$ cat src/rtl/dmem_arb_pkg.sv
// Shared types and constants for the data-memory arbiter.
package dmem_arb_pkg;

  typedef enum logic [1:0] {
    IDLE  = 2'd0,
    GNT_C = 2'd1,
    GNT_D = 2'd2,
    DONE  = 2'd3
  } arb_state_e;

  typedef enum logic {
    OWN_C = 1'b0,
    OWN_D = 1'b1
  } arb_owner_e;

  localparam logic [31:0] TIMEOUT_DATA = 32'hDEAD_BEEF;

endpackage

$ cat src/rtl/arb_burst_ctr.sv
// Saturating count of consecutive CPU grants taken while DMA waits; decides
// when the DMA engine must win the next arbitration.
module arb_burst_ctr #(
  parameter int unsigned BURST_MAX = 4
) (
  input  logic clk_i,
  input  logic rst_i,
  input  logic cpu_req_i,
  input  logic dma_req_i,
  input  logic grant_c_i,
  input  logic grant_d_i,
  output logic grant_d_o
);

  localparam int unsigned CW = $clog2(BURST_MAX + 1);

  logic [CW-1:0] cnt_q, cnt_d;
  logic          at_max;

  assign at_max    = (cnt_q == CW'(BURST_MAX));
  assign grant_d_o = dma_req_i & (~cpu_req_i | at_max);

  always_comb begin
    cnt_d = cnt_q;
    if (grant_d_i) begin
      cnt_d = '0;
    end else if (grant_c_i) begin
      if (!dma_req_i)  cnt_d = '0;
      else if (!at_max) cnt_d = cnt_q + CW'(1);
    end
  end

  always_ff @(posedge clk_i or negedge rst_i) begin
    if (!rst_i) cnt_q <= '0;
    else        cnt_q <= cnt_d;
  end

endmodule

$ cat src/rtl/dmem_arbiter.sv
// Two-port (CPU / DMA) arbiter for a single-port data memory with req/ack handshake.
// Optional watchdog enabled by defining DMEM_ARB_TIMEOUT_EN.
//
// state | meaning
// IDLE  | no access in flight; arbitrate on the current requests
// GNT_C | CPU access on the memory; after mem ack, one extra cycle with owner ack high
// GNT_D | DMA access on the memory; same completion cycle as GNT_C
// DONE  | bubble so the requester can drop or renew its request
module dmem_arbiter
  import dmem_arb_pkg::*;
#(
  parameter int unsigned ADDR_W    = 32,
  parameter int unsigned DATA_W    = 32,
  parameter int unsigned BURST_MAX = 4,
  parameter int unsigned TIMEOUT   = 64
) (
  input  logic              clk_i,
  input  logic              rst_i,
  input  logic              cpu_req_i,
  input  logic              cpu_we_i,
  input  logic [ADDR_W-1:0] cpu_addr_i,
  input  logic [DATA_W-1:0] cpu_wdata_i,
  output logic [DATA_W-1:0] cpu_rdata_o,
  output logic              cpu_ack_o,
  output logic              cpu_stall_o,
  input  logic              dma_req_i,
  input  logic              dma_we_i,
  input  logic [ADDR_W-1:0] dma_addr_i,
  input  logic [DATA_W-1:0] dma_wdata_i,
  output logic [DATA_W-1:0] dma_rdata_o,
  output logic              dma_ack_o,
  output logic              mem_req_o,
  output logic              mem_we_o,
  output logic [ADDR_W-1:0] mem_addr_o,
  output logic [DATA_W-1:0] mem_wdata_o,
  input  logic [DATA_W-1:0] mem_rdata_i,
  input  logic              mem_ack_i,
  output logic              err_o
);

  if (BURST_MAX < 1 || TIMEOUT < 2) begin : g_param_check
    $error("dmem_arbiter: BURST_MAX must be >= 1 and TIMEOUT >= 2");
  end

  arb_state_e        state_q, state_d;
  logic              mem_req_q, mem_req_d, mem_we_q, mem_we_d;
  logic [ADDR_W-1:0] mem_addr_q, mem_addr_d;
  logic [DATA_W-1:0] mem_wdata_q, mem_wdata_d;
  logic [DATA_W-1:0] cpu_rdata_q, cpu_rdata_d, dma_rdata_q, dma_rdata_d;
  logic              cpu_ack_q, cpu_ack_d, dma_ack_q, dma_ack_d;
  logic              grant_d_w, take_c, take_d, finish;
  logic [DATA_W-1:0] fin_data;
  arb_owner_e        owner;

`ifdef DMEM_ARB_TIMEOUT_EN
  localparam int unsigned TW = $clog2(TIMEOUT + 1);
  logic [TW-1:0] wait_q, wait_d;
  logic          err_q, err_d;
`endif

  arb_burst_ctr #(.BURST_MAX(BURST_MAX)) u_burst_ctr (
    .clk_i     (clk_i),
    .rst_i     (rst_i),
    .cpu_req_i (cpu_req_i),
    .dma_req_i (dma_req_i),
    .grant_c_i (take_c),
    .grant_d_i (take_d),
    .grant_d_o (grant_d_w)
  );

  assign take_d = (state_q == IDLE) & grant_d_w;
  assign take_c = (state_q == IDLE) & cpu_req_i & ~grant_d_w;
  assign owner  = (state_q == GNT_D) ? OWN_D : OWN_C;

  always_comb begin
    state_d     = state_q;
    mem_req_d   = mem_req_q;
    mem_we_d    = mem_we_q;
    mem_addr_d  = mem_addr_q;
    mem_wdata_d = mem_wdata_q;
    cpu_rdata_d = cpu_rdata_q;
    dma_rdata_d = dma_rdata_q;
    cpu_ack_d   = 1'b0;
    dma_ack_d   = 1'b0;
    finish      = 1'b0;
    fin_data    = mem_rdata_i;
`ifdef DMEM_ARB_TIMEOUT_EN
    wait_d      = wait_q;
    err_d       = err_q;
`endif
    case (state_q)
      IDLE: begin
        if (take_d) begin
          state_d     = GNT_D;
          mem_req_d   = 1'b1;
          mem_we_d    = dma_we_i;
          mem_addr_d  = dma_addr_i;
          mem_wdata_d = dma_wdata_i;
        end else if (take_c) begin
          state_d     = GNT_C;
          mem_req_d   = 1'b1;
          mem_we_d    = cpu_we_i;
          mem_addr_d  = cpu_addr_i;
          mem_wdata_d = cpu_wdata_i;
        end
`ifdef DMEM_ARB_TIMEOUT_EN
        // Loaded so the timeout ack lands on the TIMEOUT-th cycle after grant.
        wait_d = TW'(TIMEOUT - 2);
`endif
      end
      GNT_C, GNT_D: begin
        // Owner ack is high this cycle: completion already taken, leave the grant.
        if (cpu_ack_q | dma_ack_q) begin
          state_d = DONE;
        end else if (mem_ack_i) begin
          finish = 1'b1;
`ifdef DMEM_ARB_TIMEOUT_EN
        end else if (wait_q == '0) begin
          finish   = 1'b1;
          fin_data = DATA_W'(TIMEOUT_DATA);
          err_d    = 1'b1;
        end else begin
          wait_d = wait_q - TW'(1);
`endif
        end
      end
      DONE:    state_d = IDLE;
      default: state_d = IDLE;
    endcase

    if (finish) begin
      mem_req_d = 1'b0;
      if (owner == OWN_D) begin
        dma_rdata_d = fin_data;
        dma_ack_d   = 1'b1;
      end else begin
        cpu_rdata_d = fin_data;
        cpu_ack_d   = 1'b1;
      end
    end
  end

  always_ff @(posedge clk_i or negedge rst_i) begin
    if (!rst_i) begin
      state_q     <= IDLE;
      mem_req_q   <= 1'b0;
      mem_we_q    <= 1'b0;
      mem_addr_q  <= '0;
      mem_wdata_q <= '0;
      cpu_rdata_q <= '0;
      dma_rdata_q <= '0;
      cpu_ack_q   <= 1'b0;
      dma_ack_q   <= 1'b0;
    end else begin
      state_q     <= state_d;
      mem_req_q   <= mem_req_d;
      mem_we_q    <= mem_we_d;
      mem_addr_q  <= mem_addr_d;
      mem_wdata_q <= mem_wdata_d;
      cpu_rdata_q <= cpu_rdata_d;
      dma_rdata_q <= dma_rdata_d;
      cpu_ack_q   <= cpu_ack_d;
      dma_ack_q   <= dma_ack_d;
    end
  end

`ifdef DMEM_ARB_TIMEOUT_EN
  always_ff @(posedge clk_i or negedge rst_i) begin
    if (!rst_i) begin
      wait_q <= '0;
      err_q  <= 1'b0;
    end else begin
      wait_q <= wait_d;
      err_q  <= err_d;
    end
  end
  assign err_o = err_q;
`else
  assign err_o = 1'b0;
`endif

  assign mem_req_o   = mem_req_q;
  assign mem_we_o    = mem_we_q;
  assign mem_addr_o  = mem_addr_q;
  assign mem_wdata_o = mem_wdata_q;
  assign cpu_rdata_o = cpu_rdata_q;
  assign dma_rdata_o = dma_rdata_q;
  assign cpu_ack_o   = cpu_ack_q;
  assign dma_ack_o   = dma_ack_q;
  assign cpu_stall_o = cpu_req_i & ~cpu_ack_q;

endmodule

$ cat config.mk
export PLATFORM = sky130hd
export DESIGN_NAME = dmem_arbiter
export DESIGN_NICKNAME = d
export VERILOG_FILES = /design/src/rtl/dmem_arb_pkg.sv /design/src/rtl/arb_burst_ctr.sv /design/src/rtl/dmem_arbiter.sv
export SDC_FILE = /design/constraint.sdc
export NUM_CORES = 1
export LEC_CHECK = 0
export BUFFER_PORTS_ARGS = -buffer_cell sky130_fd_sc_hd__buf_2
export CAP_MARGIN = 20
export CORE_ASPECT_RATIO = 0.8
export CORE_MARGIN = 2
export CORE_UTILIZATION = 50
export DETAILED_ROUTE_END_ITERATION = 7
export PLACE_DENSITY = 0.92
export SYNTH_ARGS = -nofsm -noshare
export SYNTH_HDL_FRONTEND = slang
export SYNTH_SLANG_ARGS = --single-unit
$ cat constraint.sdc
create_clock -name clk_i -period 3.8 [get_ports clk_i]
set_input_delay 0.76 -clock clk_i [delete_from_list [all_inputs] [get_ports clk_i]]
set_output_delay 0.76 -clock clk_i [all_outputs]
set_load 0.02 [all_outputs]
==> out/qor.yml <==
relSlewSlack: 0.358
n_antenna_cell: 0
grt_overflow: 0
die_y_um: 104
portBuffers: 299
r2r_start: "state_q[1]"
vias: 5726
p_sw_uw: 3350
syn-cell-area_mm2: 0.00628
dp_slack_ns: 1.14
power.density_mw_per_mm2: 964
crit_fanout: 21
max_slew.worst_pin.slew_ns: 0.960
arrival_ns: 2.90
coreArea_mm2: 0.0122
yosys.area_share.adder: 0.00797
start_util: 0.514
synth_fp_nets: 728
switching_share: 0.411
synth.distinct_cells: 29
die_x_um: 129
r2r_end: "cpu_rdata_o[30]"
cts_tree: "built"
synthSimpleGateAreaFrac: 0.0514
firstDrtPassIters: 5
hpwlAfterDp_mm: 12.6
ys_seq_elements: 137
final_cells: 1009
cts_buffers: 17
slew_violations: 0
fin_tns_setup_ns: 0
drcViolationCount: 0
avgRoutedWirePerCell_um: 18.6
clk_path_buf_depth: 2
via_per_inst: 5.67
drv_cap: 0
grt_max_degree: 83
crit_chain: "inv_1, ha_2, and4bb_2, nor2b_4, buf_4, mux2_4"
crit_path_start_kind: "register"
yosysWarnings: 0
ir_drop_mv: 0.456
critPathMaxStageDelay_ns: 0.73
cts_resized: 0
n_fill_cell: 957
finalWirelength_mm: 18.7
outcome: "completed"
crit_type: "reg -> reg"
design.die.area_mm2: 0.0135
fin_skew_ns: 0.0121
setup_ws_ns: 1.18
critPathCaptureType: "register"
synthMuxAreaShare: 0.137
crit_slowest_cell: "nor2b_4"
worstPathRequired_ns: 4.08
power.static_leakage_uw: 0.00403
synth-seq-area-share: 0.546
grt_pass1_wl_mm: 29.2
rsz0062_at_grt: "false"
layout_commonest_cell: "buf_2"
final_nets: 997
post_cts_buffers: 0
cts_htree_levels: 4
finalSetupViolations: 0
p_int_uw: 4800
ios: 301
min_period_ns: 2.62
r2r_cells: 6
dp.cells: 978
synth_xor_area_frac: 0
period_share: 0.689
hold_viol: 0
utilization: 0.693
hold_class: "in -> async"
grt_pass1_vias: 5643
postSynthCellCount: 557
gp_congestion: 0.873
ant_nets: 0
root_buffer: "clkbuf_16"
area_growth_pct: 34.7
avgSynthCellArea_um2: 11.3
rows: 36
final_cell_mix: "buf_2 (298), dfrtp_1 (137), nor2_1 (69), a21oi_1 (66), a41oi_1 (65)"
clk_latency_ns: 0.40
first_iter_violations: 426
cts_sinks: 137
antenna_found_initial: 0
clockPowerShare: 0.209
layout-drive-gt1-share: 0.495
path_clk_slew_ns: 0.06
grt_usage: 0.274
comb_power_share: 0.472
cts-hold-fix-buffers: 0
seq_power_share: 0.318
synth_compound_gate_area_share: 0.206
r2r_slack_ns: 1.18
synth_top_family_by_area: "compound AO/OA/AOI/OAI gates"
fmax_mhz: 382
==> registers in the layout, indices dropped and copies added, names as in the netlist <==
name / cells
cpu_rdata_o: 32
mem_wdata_o: 32
dma_ack_o: 1
cpu_ack_o: 1
dma_rdata_o: 32
state_q: 2
mem_addr_o: 32
mem_we_o: 1
u_burst_ctr.cnt_q: 3
mem_req_o: 1
==> worst max-delay path, delay by kind of cell (launching register included) <==
kind / cells / cell delay (ns)
simple gates: 2 / 1.01
buf+inv: 2 / 0.44
flops: 1 / 0.37
fa+ha+maj: 1 / 0.34
mux: 1 / 0.33
==> worst max-delay path by stage <==
stage	startpoint	to	slack, ns	cells after the start
2_1_floorplan	cpu_req_i	cpu_stall_o	1.95	1
3_3_place_gp	mem_ack_i	cpu_rdata_o[22]	1.22	5
3_5_place_dp	mem_ack_i	cpu_rdata_o[30]	1.14	5
4_1_cts	state_q[1]	cpu_rdata_o[30]	1.18	6
5_1_grt	state_q[1]	cpu_rdata_o[30]	1.07	6
6_report	state_q[1]	cpu_rdata_o[30]	1.18	6
==> synthesized netlist by cell type <==
cell | instances | share of area
o21ai_0 | 55 | 0.044
a21boi_2 | 1 | 0.0018
nand2_1 | 1 | 0.00060
a22o_1 | 1 | 0.0014
mux2_2 | 37 | 0.066
and4bb_2 | 1 | 0.0020
buf_4 | 2 | 0.0024
inv_1 | 7 | 0.0042
nor2b_4 | 1 | 0.0022
dfrtp_1 | 137 | 0.55
a31oi_1 | 1 | 0.0010
mux2_4 | 29 | 0.069
ha_1 | 4 | 0.0080
conb_1 | 1 | 0.00060
a41oi_1 | 65 | 0.091
o21a_1 | 1 | 0.0012
buf_2 | 25 | 0.020
buf_6 | 4 | 0.0072
o21ai_1 | 11 | 0.0088
mux2i_1 | 1 | 0.0016
clkbuf_1 | 26 | 0.016
nor2_1 | 69 | 0.041
buf_1 | 2 | 0.0012
a21oi_1 | 66 | 0.053
o22ai_1 | 3 | 0.0030
nand2_2 | 2 | 0.0020
nor3b_1 | 2 | 0.0024
a21bo_2 | 1 | 0.0016
nor2b_1 | 1 | 0.0010
==> power by group through the flow <==
stage	sequential (uW)	combinational [uW]	clock [uW]
3_5_place_dp	2590	3850	0
2_1_floorplan	3420	1760	0
5_1_grt	2670	4120	1800
3_3_place_gp	2560	3730	0
4_1_cts	2580	3860	1730
6_report	2590	3850	1710
==> cells by family after synthesis <==
group	after synthesis
multiplexers	67
buffers and inverters	66
AO/OA/AOI/OAI	205
adder cells (fa/ha/maj)	4
AND/OR/NAND/NOR	77
other	1
flip-flops	137
==> cell type report <==
cell class	instances	area, um2	area share
flip-flops and latches	137	3430	0.405
multi-input cells	354	2550	0.302
repair buffers	309	1620	0.191
clock buffers	19	453	0.0536
well taps	171	214	0.0253
clock inverters	12	165	0.0195
inverters	7	26.3	0.00311
==> stage by stage <==
step	cell area [um2]	hold slack, ns	power [uW]
2_1_floorplan	6280	0.464	5190
3_3_place_gp	7840	0.481	6290
4_1_cts	8460	0.426	8180
6_report	8460	0.376	8150
3_5_place_dp	7840	0.486	6440
5_1_grt	8460	0.439	8590
==> metal layers <==
| metal | vias up | global-route usage | wire [um] |
|---|---|---|---|
| li1 | 2585 | - | - |
| met1 | 2805 | 0.352 | 7600 |
| met2 | 298 | 0.463 | 9490 |
| met3 | 38 | 0.0478 | 1210 |
| met4 | 0 | 0.101 | 431 |
| met5 | - | 0 | 0 |
No activity file was read; power rests on OpenSTA's default activity.
